[config.mk]
export PLATFORM = sky130hd
export DESIGN_NAME = ag32gbd_bram_arbiter_flat
export DESIGN_NICKNAME = d
export VERILOG_FILES = /design/src/rtl/ag32gbd_bram_arbiter_pkg.sv /design/src/rtl/ag32gbd_bram_arbiter_if.sv /design/src/rtl/ag32gbd_bram_arbiter_rr.sv /design/src/rtl/ag32gbd_bram_arbiter.sv /design/src/flat_wrapper.sv
export SDC_FILE = /design/constraint.sdc
export NUM_CORES = 1
export LEC_CHECK = 0
export BUFFER_PORTS_ARGS = -buffer_cell sky130_fd_sc_hd__buf_2
export CAP_MARGIN = 20
export CORE_ASPECT_RATIO = 0.5
export CORE_UTILIZATION = 35
export DETAILED_ROUTE_END_ITERATION = 10
export SYNTH_ARGS = -nofsm -noshare
export SYNTH_HDL_FRONTEND = slang
export SYNTH_SLANG_ARGS = --single-unit
[constraint.sdc]
create_clock -name sys_clock -period 3.15 [get_ports sys_clock]
set_clock_uncertainty 0.15 [all_clocks]
set_input_delay 0.315 -clock sys_clock [delete_from_list [all_inputs] [get_ports sys_clock]]
set_output_delay 0.315 -clock sys_clock [all_outputs]
set_load 0.02 [all_outputs]
[src/rtl/ag32gbd_bram_arbiter_pkg.sv]
// Shared constants, requester ids and FSM states for the camera BRAM arbiter.
package ag32gbd_bram_pkg;

   localparam int ADDR_W        = 10;
   localparam int DATA_W        = 8;
   localparam int REG_COUNT     = 48;
   localparam int CAM_BURST_MAX = 4;
   localparam int BURST_W       = $clog2(CAM_BURST_MAX + 1);

   localparam logic [ADDR_W-1:0] BUF_A_BASE = 10'h000;
   localparam logic [ADDR_W-1:0] BUF_B_BASE = 10'h100;
   localparam logic [ADDR_W-1:0] REG_BASE   = 10'h200;

   typedef enum logic [1:0] {
      REQ_CAM,
      REQ_BUFRD,
      REQ_REGWR,
      REQ_REGRD
   } req_id_t;

   typedef enum logic [1:0] {
      ST_IDLE,
      ST_ISSUE,
      ST_RD_WAIT
   } state_t;

   // True when a register index falls inside the compare-matrix window.
   function automatic logic reg_idx_ok(input logic [5:0] idx);
      return idx < 6'(REG_COUNT);
   endfunction

   // BRAM address of a register index.
   function automatic logic [ADDR_W-1:0] reg_addr(input logic [5:0] idx);
      return REG_BASE + {4'b0000, idx};
   endfunction

endpackage

[src/rtl/ag32gbd_bram_arbiter_if.sv]
// Requester handshakes, flip control and BRAM port bundled for the arbiter.
interface ag32gbd_bram_arbiter_if;
   import ag32gbd_bram_pkg::*;

   logic              cam_wr_req;
   logic [7:0]        cam_wr_off;
   logic [DATA_W-1:0] cam_wr_data;
   logic              cam_wr_ack;

   logic              buf_rd_req;
   logic [7:0]        buf_rd_off;
   logic              buf_rd_ack;
   logic [DATA_W-1:0] buf_rd_data;

   logic              reg_wr_req;
   logic [5:0]        reg_wr_idx;
   logic [DATA_W-1:0] reg_wr_data;
   logic              reg_wr_ack;

   logic              reg_rd_req;
   logic [5:0]        reg_rd_idx;
   logic              reg_rd_ack;
   logic [DATA_W-1:0] reg_rd_data;

   logic              reg_err;

   logic              flip_req;
   logic              flip_done;
   logic              front_sel;

   logic              bram_en;
   logic              bram_we;
   logic [ADDR_W-1:0] bram_addr;
   logic [DATA_W-1:0] bram_wdata;
   logic [DATA_W-1:0] bram_rdata;

   modport slave (
      input  cam_wr_req, cam_wr_off, cam_wr_data,
      input  buf_rd_req, buf_rd_off,
      input  reg_wr_req, reg_wr_idx, reg_wr_data,
      input  reg_rd_req, reg_rd_idx,
      input  flip_req, bram_rdata,
      output cam_wr_ack, buf_rd_ack, buf_rd_data,
      output reg_wr_ack, reg_rd_ack, reg_rd_data, reg_err,
      output flip_done, front_sel,
      output bram_en, bram_we, bram_addr, bram_wdata
   );

   modport master (
      output cam_wr_req, cam_wr_off, cam_wr_data,
      output buf_rd_req, buf_rd_off,
      output reg_wr_req, reg_wr_idx, reg_wr_data,
      output reg_rd_req, reg_rd_idx,
      output flip_req, bram_rdata,
      input  cam_wr_ack, buf_rd_ack, buf_rd_data,
      input  reg_wr_ack, reg_rd_ack, reg_rd_data, reg_err,
      input  flip_done, front_sel,
      input  bram_en, bram_we, bram_addr, bram_wdata
   );

endinterface

[src/rtl/ag32gbd_bram_arbiter_rr.sv]
// Three-way round robin among buffer read (0), register write (1), register read (2).
module ag32gbd_rr_arbiter
   import ag32gbd_bram_pkg::*;
(
   input  logic       sys_clock,
   input  logic       sys_reset,
   input  logic [2:0] req,
   input  logic       advance,
   output logic       valid,
   output logic [1:0] grant
);

   logic [1:0] ptr;
   logic [1:0] cand1;
   logic [1:0] cand2;

   function automatic logic [1:0] next3(input logic [1:0] i);
      return (i == 2'd2) ? 2'd0 : i + 2'd1;
   endfunction

   // Search from the pointer onwards for the first active requester.
   always_comb begin
      cand1 = next3(ptr);
      cand2 = next3(cand1);
      valid = 1'b1;
      grant = ptr;
      if (req[ptr]) begin
         grant = ptr;
      end else if (req[cand1]) begin
         grant = cand1;
      end else if (req[cand2]) begin
         grant = cand2;
      end else begin
         valid = 1'b0;
      end
   end

   // Pointer moves past the winner only when its grant is actually taken.
   always_ff @(posedge sys_clock) begin
      if (sys_reset) begin
         ptr <= 2'd0;
      end else if (advance && valid) begin
         ptr <= next3(grant);
      end
   end

endmodule

[src/rtl/ag32gbd_bram_arbiter.sv]
// Shares the single-port camera BRAM among camera writes, buffer reads and
// register accesses, and owns the ping-pong front/back buffer selection.
module ag32gbd_bram_arbiter
   import ag32gbd_bram_pkg::*;
(
   input  logic                    sys_clock,
   input  logic                    sys_reset,
   ag32gbd_bram_arbiter_if.slave   bus
);

   state_t               state;
   req_id_t              cur_id;
   logic                 cur_bad;
   logic                 flip_pend;
   logic [BURST_W-1:0]   burst_cnt;

   logic                 others;
   logic                 force_noncam;
   logic                 grant_cam;
   logic                 rr_advance;
   logic                 rr_valid;
   logic [1:0]           rr_grant;
   req_id_t              rr_id;
   logic [ADDR_W-1:0]    cam_addr;
   logic [ADDR_W-1:0]    buf_addr;

   // Camera priority with a forced non-camera slot once the burst limit is hit.
   always_comb begin
      others       = bus.buf_rd_req | bus.reg_wr_req | bus.reg_rd_req;
      force_noncam = others && (burst_cnt == BURST_W'(CAM_BURST_MAX));
      grant_cam    = bus.cam_wr_req && !force_noncam;
      rr_advance   = (state == ST_IDLE) && !flip_pend && !grant_cam;
      rr_id        = req_id_t'(rr_grant + 2'd1);
      cam_addr     = (bus.front_sel ? BUF_A_BASE : BUF_B_BASE) | {2'b00, bus.cam_wr_off};
      buf_addr     = (bus.front_sel ? BUF_B_BASE : BUF_A_BASE) | {2'b00, bus.buf_rd_off};
   end

   ag32gbd_rr_arbiter u_rr (
      .sys_clock (sys_clock),
      .sys_reset (sys_reset),
      .req       ({bus.reg_rd_req, bus.reg_wr_req, bus.buf_rd_req}),
      .advance   (rr_advance),
      .valid     (rr_valid),
      .grant     (rr_grant)
   );

   // Transaction FSM: grant and BRAM drive in IDLE, write ack in ISSUE, read capture in RD_WAIT.
   always_ff @(posedge sys_clock) begin
      if (sys_reset) begin
         state           <= ST_IDLE;
         cur_id          <= REQ_CAM;
         cur_bad         <= 1'b0;
         flip_pend       <= 1'b0;
         burst_cnt       <= '0;
         bus.front_sel   <= 1'b0;
         bus.flip_done   <= 1'b0;
         bus.cam_wr_ack  <= 1'b0;
         bus.buf_rd_ack  <= 1'b0;
         bus.reg_wr_ack  <= 1'b0;
         bus.reg_rd_ack  <= 1'b0;
         bus.reg_err     <= 1'b0;
         bus.buf_rd_data <= '0;
         bus.reg_rd_data <= '0;
         bus.bram_en     <= 1'b0;
         bus.bram_we     <= 1'b0;
         bus.bram_addr   <= '0;
         bus.bram_wdata  <= '0;
      end else begin
         bus.flip_done  <= 1'b0;
         bus.cam_wr_ack <= 1'b0;
         bus.buf_rd_ack <= 1'b0;
         bus.reg_wr_ack <= 1'b0;
         bus.reg_rd_ack <= 1'b0;
         bus.reg_err    <= 1'b0;
         bus.bram_en    <= 1'b0;
         bus.bram_we    <= 1'b0;
         if (bus.flip_req) begin
            flip_pend <= 1'b1;
         end
         case (state)
            ST_IDLE: begin
               if (flip_pend) begin
                  bus.front_sel <= ~bus.front_sel;
                  bus.flip_done <= 1'b1;
                  flip_pend     <= 1'b0;
               end else if (grant_cam) begin
                  state          <= ST_ISSUE;
                  cur_id         <= REQ_CAM;
                  cur_bad        <= 1'b0;
                  bus.bram_en    <= 1'b1;
                  bus.bram_we    <= 1'b1;
                  bus.bram_addr  <= cam_addr;
                  bus.bram_wdata <= bus.cam_wr_data;
                  burst_cnt      <= others ? burst_cnt + BURST_W'(1) : '0;
               end else if (rr_valid) begin
                  state     <= ST_ISSUE;
                  cur_id    <= rr_id;
                  burst_cnt <= '0;
                  case (rr_id)
                     REQ_BUFRD: begin
                        cur_bad       <= 1'b0;
                        bus.bram_en   <= 1'b1;
                        bus.bram_addr <= buf_addr;
                     end
                     REQ_REGWR: begin
                        cur_bad        <= !reg_idx_ok(bus.reg_wr_idx);
                        bus.bram_en    <= reg_idx_ok(bus.reg_wr_idx);
                        bus.bram_we    <= reg_idx_ok(bus.reg_wr_idx);
                        bus.bram_addr  <= reg_addr(bus.reg_wr_idx);
                        bus.bram_wdata <= bus.reg_wr_data;
                     end
                     default: begin
                        cur_bad       <= !reg_idx_ok(bus.reg_rd_idx);
                        bus.bram_en   <= reg_idx_ok(bus.reg_rd_idx);
                        bus.bram_addr <= reg_addr(bus.reg_rd_idx);
                     end
                  endcase
               end else if (!others) begin
                  burst_cnt <= '0;
               end
            end
            ST_ISSUE: begin
               if (cur_id == REQ_CAM) begin
                  bus.cam_wr_ack <= 1'b1;
                  state          <= ST_IDLE;
               end else if (cur_id == REQ_REGWR) begin
                  bus.reg_wr_ack <= 1'b1;
                  bus.reg_err    <= cur_bad;
                  state          <= ST_IDLE;
               end else begin
                  state <= ST_RD_WAIT;
               end
            end
            ST_RD_WAIT: begin
               if (cur_id == REQ_BUFRD) begin
                  bus.buf_rd_data <= bus.bram_rdata;
                  bus.buf_rd_ack  <= 1'b1;
               end else begin
                  bus.reg_rd_data <= cur_bad ? '0 : bus.bram_rdata;
                  bus.reg_rd_ack  <= 1'b1;
                  bus.reg_err     <= cur_bad;
               end
               state <= ST_IDLE;
            end
            default: begin
               state <= ST_IDLE;
            end
         endcase
      end
   end

endmodule

[src/flat_wrapper.sv]
// flat-port wrapper written by rule: the top's interface ports become plain ports
module ag32gbd_bram_arbiter_flat import ag32gbd_bram_pkg::*;
  (sys_clock, sys_reset, bus_cam_wr_req, bus_cam_wr_off, bus_cam_wr_data, bus_buf_rd_req, bus_buf_rd_off, bus_reg_wr_req, bus_reg_wr_idx, bus_reg_wr_data, bus_reg_rd_req, bus_reg_rd_idx, bus_flip_req, bus_bram_rdata, bus_cam_wr_ack, bus_buf_rd_ack, bus_buf_rd_data, bus_reg_wr_ack, bus_reg_rd_ack, bus_reg_rd_data, bus_reg_err, bus_flip_done, bus_front_sel, bus_bram_en, bus_bram_we, bus_bram_addr, bus_bram_wdata);
  ag32gbd_bram_arbiter_if bus_i ();
  input  logic sys_clock;
  input  logic sys_reset;
  input wire logic [$bits(bus_i.cam_wr_req)-1:0] bus_cam_wr_req;
  input wire logic [$bits(bus_i.cam_wr_off)-1:0] bus_cam_wr_off;
  input wire logic [$bits(bus_i.cam_wr_data)-1:0] bus_cam_wr_data;
  input wire logic [$bits(bus_i.buf_rd_req)-1:0] bus_buf_rd_req;
  input wire logic [$bits(bus_i.buf_rd_off)-1:0] bus_buf_rd_off;
  input wire logic [$bits(bus_i.reg_wr_req)-1:0] bus_reg_wr_req;
  input wire logic [$bits(bus_i.reg_wr_idx)-1:0] bus_reg_wr_idx;
  input wire logic [$bits(bus_i.reg_wr_data)-1:0] bus_reg_wr_data;
  input wire logic [$bits(bus_i.reg_rd_req)-1:0] bus_reg_rd_req;
  input wire logic [$bits(bus_i.reg_rd_idx)-1:0] bus_reg_rd_idx;
  input wire logic [$bits(bus_i.flip_req)-1:0] bus_flip_req;
  input wire logic [$bits(bus_i.bram_rdata)-1:0] bus_bram_rdata;
  output wire logic [$bits(bus_i.cam_wr_ack)-1:0] bus_cam_wr_ack;
  output wire logic [$bits(bus_i.buf_rd_ack)-1:0] bus_buf_rd_ack;
  output wire logic [$bits(bus_i.buf_rd_data)-1:0] bus_buf_rd_data;
  output wire logic [$bits(bus_i.reg_wr_ack)-1:0] bus_reg_wr_ack;
  output wire logic [$bits(bus_i.reg_rd_ack)-1:0] bus_reg_rd_ack;
  output wire logic [$bits(bus_i.reg_rd_data)-1:0] bus_reg_rd_data;
  output wire logic [$bits(bus_i.reg_err)-1:0] bus_reg_err;
  output wire logic [$bits(bus_i.flip_done)-1:0] bus_flip_done;
  output wire logic [$bits(bus_i.front_sel)-1:0] bus_front_sel;
  output wire logic [$bits(bus_i.bram_en)-1:0] bus_bram_en;
  output wire logic [$bits(bus_i.bram_we)-1:0] bus_bram_we;
  output wire logic [$bits(bus_i.bram_addr)-1:0] bus_bram_addr;
  output wire logic [$bits(bus_i.bram_wdata)-1:0] bus_bram_wdata;
  assign bus_i.cam_wr_req = bus_cam_wr_req;
  assign bus_i.cam_wr_off = bus_cam_wr_off;
  assign bus_i.cam_wr_data = bus_cam_wr_data;
  assign bus_i.buf_rd_req = bus_buf_rd_req;
  assign bus_i.buf_rd_off = bus_buf_rd_off;
  assign bus_i.reg_wr_req = bus_reg_wr_req;
  assign bus_i.reg_wr_idx = bus_reg_wr_idx;
  assign bus_i.reg_wr_data = bus_reg_wr_data;
  assign bus_i.reg_rd_req = bus_reg_rd_req;
  assign bus_i.reg_rd_idx = bus_reg_rd_idx;
  assign bus_i.flip_req = bus_flip_req;
  assign bus_i.bram_rdata = bus_bram_rdata;
  assign bus_cam_wr_ack = bus_i.cam_wr_ack;
  assign bus_buf_rd_ack = bus_i.buf_rd_ack;
  assign bus_buf_rd_data = bus_i.buf_rd_data;
  assign bus_reg_wr_ack = bus_i.reg_wr_ack;
  assign bus_reg_rd_ack = bus_i.reg_rd_ack;
  assign bus_reg_rd_data = bus_i.reg_rd_data;
  assign bus_reg_err = bus_i.reg_err;
  assign bus_flip_done = bus_i.flip_done;
  assign bus_front_sel = bus_i.front_sel;
  assign bus_bram_en = bus_i.bram_en;
  assign bus_bram_we = bus_i.bram_we;
  assign bus_bram_addr = bus_i.bram_addr;
  assign bus_bram_wdata = bus_i.bram_wdata;
  ag32gbd_bram_arbiter u_core (.sys_clock(sys_clock), .sys_reset(sys_reset), .bus(bus_i));
endmodule
# == Word level (Yosys, flattened, before mapping) ==
# Index checks and enable logic that the tools add are counted.
# classes
bitwise,10
addsub,6
reduce_logical,26
muxes,57
n_eq_ne,13
magnitude_cmp,5
# ops
operator,count
$mux W8,4
$mux W2,13
$mux W1,24
$add A10 B6 Y10 const A,2
$mux W10,2
$or A10 B8 Y10,2
$pmux W10 S2,1
$mux W9,2
$eq A2 B2 Y1 const B,6
$lt A6 B6 Y1 const B,2
$mux W3,4
$lt A2 B3 Y1 const B,3
$reduce_and A2 Y1,4
$add A2 B1 Y2 const B,3
$bmux W1 S2,3
$eq A2 B1 Y1 const B,3
$not A1 Y1,6
$pmux W1 S2,3
$reduce_and A3 Y1,2
$reduce_or A2 Y1,3
$reduce_or A3 Y1,2
$logic_and A1 B1 Y1,5
$logic_not A1 Y1,5
$logic_not A2 Y1,2
other kinds (9),11
# word_totals
ff_bits,54
elab_cells,136
out_inout_bits,43
in_bits,59

# == Longest topological paths before layout ==
# depth
depth_word,14
mapped_depth,10
ltp_nobuf,9

# == Cells and area by module ==
# A second synthesis with hierarchy kept.
# hier_totals
cells_unflattened,264
hier_area_um2,2413.6
# by_module_without_submodules
module,seq_area_each_um2,cells_per_inst,n_inst,area_each_um2
ag32gbd_bram_arbiter,1041.0,244,1,2249.7
ag32gbd_rr_arbiter,40.0,20,1,163.9

# == Least setup slack after synthesis ==
# OpenSTA, ideal clock, no wires.
# synth_path
kind,register to register
from,register u_core.u_rr.ptr[0]
to,register u_core.bus.bram_wdata[6]
stages_incl_launch_ff,9
synth_period_minus_slack_ns,2.293
arrival_ns,2.017
path_slack_ns,0.857
t_required_ns,2.875
setup_time_ns,0.125
n_path_buf,1
cell_sequence,dfxtp_1 -> inv_1 -> a21oi_1 -> a2bb2oi_1 -> ha_1 -> clkbuf_1 -> a21boi_2 -> o21a_2 -> a211oi_2
# synth_between
elab_chain_len,13
elab_cells_between_ends,23
classes_between,add/sub (3); eq/ne (3); mux (14); reduce/logical (3)
# synth_lines
element,line,rtl
"start, declared",ag32gbd_bram_arbiter_rr.sv:13,logic [1:0] ptr;
"start signal, assigned",ag32gbd_bram_arbiter_rr.sv:43,ptr <= next3(grant);
$add A2 B1 Y2 or $eq A2 B2 Y1 (tied branches),ag32gbd_bram_arbiter_rr.sv:18,return (i == 2'd2) ? 2'd0 : i + 2'd1;
$mux W2,ag32gbd_bram_arbiter_rr.sv:18,
$add A2 B1 Y2 or $eq A2 B2 Y1 (tied branches),ag32gbd_bram_arbiter_rr.sv:18,
$mux W2,ag32gbd_bram_arbiter_rr.sv:18,
$bmux W1 S2,ag32gbd_bram_arbiter_rr.sv:31,end else if (req[cand2]) begin
$mux W1 (implied by the code),ag32gbd_bram_arbiter_rr.sv:31,
$mux W2,ag32gbd_bram_arbiter_rr.sv:31,
$mux W2,ag32gbd_bram_arbiter_rr.sv:29,end else if (req[cand1]) begin
$mux W2,ag32gbd_bram_arbiter_rr.sv:27,if (req[ptr]) begin
$add A2 B1 Y2,ag32gbd_bram_arbiter.sv:33,rr_id = req_id_t'(rr_grant + 2'd1);
$eq A2 B2 Y1,ag32gbd_bram_arbiter.sv:99,case (rr_id)
$reduce_bool A2 Y1 (no line),-,
$reduce_and A4 Y1 (no line) (*),-,
"end signal, assigned",ag32gbd_bram_arbiter.sv:93,bus.bram_wdata <= bus.cam_wr_data;
"end signal, assigned",ag32gbd_bram_arbiter.sv:110,bus.bram_wdata <= bus.reg_wr_data;
"end, declared",ag32gbd_bram_arbiter_if.sv:46,"output bram_en, bram_we, bram_addr, bram_wdata"
# Every way passes the cells marked *; elsewhere a longest branch is shown, timed or not. The select of a mux whose other input is x is not followed.
# A chain may end at the register's enable or synchronous reset.

# == Final worst setup path ==
# layout_path
from,register u_core.u_rr.ptr[0]
to,register u_core.bus.bram_wdata[1]
# Same word-level chain as after synthesis.

==> results.md <==
* Syn_nets at 331
* Clk slew on worst S/H paths at 0.07 ns
* Cells after Synth at 263
* Pre-Repair DR Iteration Count at 4
* Placement row count at 21
* P&R area growth vs syn at 27.3%
* Hold crit path type: in -> reg
* Final instance area at 3280 um2
* Share of the synthesized area in the top cell type at 42.0%
* Met3 usage at 5.02%
* Placer congestion estimate at 0.778
* Fin cells at 453
* CTS Hold Buffers Added at 0
* Wire per inst at 13.3 um
* HPWL after DPL at 4550 um
* Pwr Density at 504 nW/um2
* CP Cell Sequence: inv_1 -> a21oi_1 -> a2bb2oi_1 -> ha_1 -> a21boi_2 -> o21a_2 -> a21oi_1
* Placed Area at 3140 um2
* # DRC at 0
* Pleak at 1.59 nW
* Largest net degree at the start of global routing at 27
* Maximum achievable frequency at 381 MHz
* Worst path top cell family by delay: compound AO/OA/AOI/OAI gates
* Diodes inserted at 0
* Layout cells sized above 1 at 34.3%
* First-pass GRT wire length at 10300 um
* Yosys cell types at 55
* WL final at 6020 um
* Core box area at 6880 um2
* Async SR Flop Fraction at 0%
* Yosys reg bits at 54
* Worst-case clock buffer depth at 2
* GR Util met1 at 21.5%
* Synth top area cells: dfxtp_1, mux2i_1, a21oi_1
* Grt ovf at 0
* Cell Area, Synth at 2570 um2
* CTS sink cnt at 54
* Avg Cell Area, Syn at 9.79 um2
* Arrival @ worst endpoint at 2.64 ns
* Setup_tns at 0 ns
* PostCTS Resize Cnt at 0
* Max-capacitance violation count at 0
* GR Util met2 at 27.0%
* Commonest non-fill, non-tap cell in the layout: buf_2
* Outcome: finished clean
* Worst path slowest cell: a21boi_2
* Worst path max stage delay at 0.46 ns
* DIE AREA at 7720 um2
* Starting Density at 37.4%
* GRT Total Usage at 16.8%
* Critical path class: reg -> reg
* Die span in x at 123 um
* Initial antenna violation count at 0
* Vias at 2276
* Vias per std cell at 5.02
* Worst Max-Slew Pin Slew at 0.831 ns
* Final setup viols at 0
* Post-synth EDFFs at 0
* Clk Latency, worst-skew pair at 0.29 ns
* Worst Path Buf+Inv at 1
* Top-Level Pins at 102
* CP max FO at 10
* Final hold viol count at 0
* Most frequent cells in the layout: buf_2, dfxtp_1, a21oi_1
* PortBufs at 101
* Fin nets at 429
* Startpoint Class: flip-flop
* Relative slew slack at 44.6%
* Max VDD drop at 0.000219 V
* Iteration-0 DRC Markers at 106
* Fin crit share at 83.3%
* Inserted Clock Buffers at 5
* Dominant register cell in the synthesized netlist: dfxtp_1
* Die Height at 62.7 um
* Final ANT Viol Nets at 0
* Fill cells at 674
* Synth warn at 0
* Setup crit end kind: flip-flop
* RSZ-0062 raised after global routing: no
* CTS H-tree lvls at 2
* CP most frequent cell: a21oi_1
* Setup WS pre-CTS at 0.479 ns
* Fin crit period at 2.62 ns
* CP Data Required Time at 3.17 ns
* Most Used Layer, Global Route: met2
* Number of setup buffers added after CTS at 0
* Clk root buf: clkbuf_16
* TritonCTS clock tree: yes
* Register area share after synthesis at 42.0%
* Dpl cells at 446
* Final worst slack at 0.527 ns
* Final Slew Violations at 0
* Final core utilization at 47.6%
* Top cell type by total area after synthesis: dfxtp_1
* Vias in the first global route at 2238
## worst register-to-register path: stages, from the launching register on
cell and delay (ns):
dfxtp_1 0.45, inv_1 0.11, a21oi_1 0.14, a2bb2oi_1 0.36, ha_1 0.45, a21boi_2 0.46
o21a_2 0.29, a21oi_1 0.10
## final timing paths
check / endpoint / cells past startpoint / from / slack (ns)
max reg2reg: u_core.bus.bram_wdata[1] / 7 / u_core.u_rr.ptr[0] / 0.53
min: u_core.bus.bram_addr[3] / 2 / bus_cam_wr_off[3] / 0.1
max: u_core.bus.bram_wdata[1] / 7 / u_core.u_rr.ptr[0] / 0.53
min reg2reg: u_core.bus.reg_rd_data[1] / 1 / u_core.bus.reg_rd_data[1] / 0.32
## routing by layer
| metal | up-vias | share of wire [%] |
|---|---|---|
| met5 | - | 0 |
| met4 | 0 | 0.96 |
| li1 | 1156 | - |
| met1 | 1045 | 47 |
| met3 | 7 | 6.2 |
| met2 | 68 | 46 |
## cells by family (layout without fill, tap and decap cells)
| group | after synthesis | count (layout) | synth area share, % |
|---|---|---|---|
| flip-flops | 54 | 54 | 42.0 |
| XOR/XNOR | 1 | 1 | 0.340 |
| buffers and inverters | 24 | 122 | 4.42 |
| multiplexers | 21 | 21 | 8.21 |
| AND/OR/NAND/NOR | 63 | 63 | 11.9 |
| adder cells (fa/ha/maj) | 9 | 9 | 4.37 |
| AO/OA/AOI/OAI | 91 | 91 | 28.8 |
## synthesized netlist by cell type, types with 2 or more instances
cell and instances:
o21a_1 9, dfxtp_1 54, a22o_1 11, ha_1 9
clkbuf_1 4, o221a_1 2, nor3_1 3, o21ai_1 2
o2bb2ai_1 2, and3_1 2, a21oi_1 23, a22oi_1 6
nand2_1 20, nor3_2 2, buf_2 4, inv_1 10
nand3_1 3, mux2i_1 20, buf_6 2, o31ai_1 7
nand2b_1 2, nor2b_1 6, nor2_1 19, a221o_1 6
o21ai_0 5
## power by group
part	switching (W)	internal, W	total, W	leakage, nW
Clock	0.000237	0.000291	0.000527	0.0629
Combinational	0.000211	0.000149	0.000360	1.08
Sequential	0.0000338	0.000730	0.000764	0.441
Total	0.000482	0.00117	0.00165	1.59
## state kept, by name, indices dropped and copies added (netlist names)
register / flops
u_core.burst_cnt: 3
u_core.bus.bram_addr: 10
u_core.bus.bram_en: 1
u_core.bus.bram_wdata: 8
u_core.bus.bram_we: 1
u_core.bus.buf_rd_ack: 1
u_core.bus.buf_rd_data: 8
u_core.bus.cam_wr_ack: 1
u_core.bus.flip_done: 1
u_core.bus.front_sel: 1
u_core.bus.reg_err: 1
u_core.bus.reg_rd_ack: 1
u_core.bus.reg_rd_data: 8
u_core.bus.reg_wr_ack: 1
u_core.cur_bad: 1
u_core.cur_id: 2
u_core.flip_pend: 1
u_core.state: 2
u_core.u_rr.ptr: 2
## layout make-up
class / instances / area [um2] / area share (%)
repair buffers: 103 / 520 / 15.9
multi-input cells: 185 / 1380 / 42.1
clock buffers: 6 / 129 / 3.93
flip-flops and latches: 54 / 1080 / 33.0
inverters: 12 / 45.0 / 1.37
well taps: 92 / 115 / 3.51
clock inverters: 1 / 7.51 / 0.229
## per-stage QoR
stage	hold WS [ns]	power, W
after floorplan	0.291	0.00102
after global placement	0.306	0.00113
after detailed placement	0.309	0.00114
after CTS	0.0900	0.00167
after global routing	0.0950	0.00175
final	0.0967	0.00165
(Power assumes the default switching activity.)
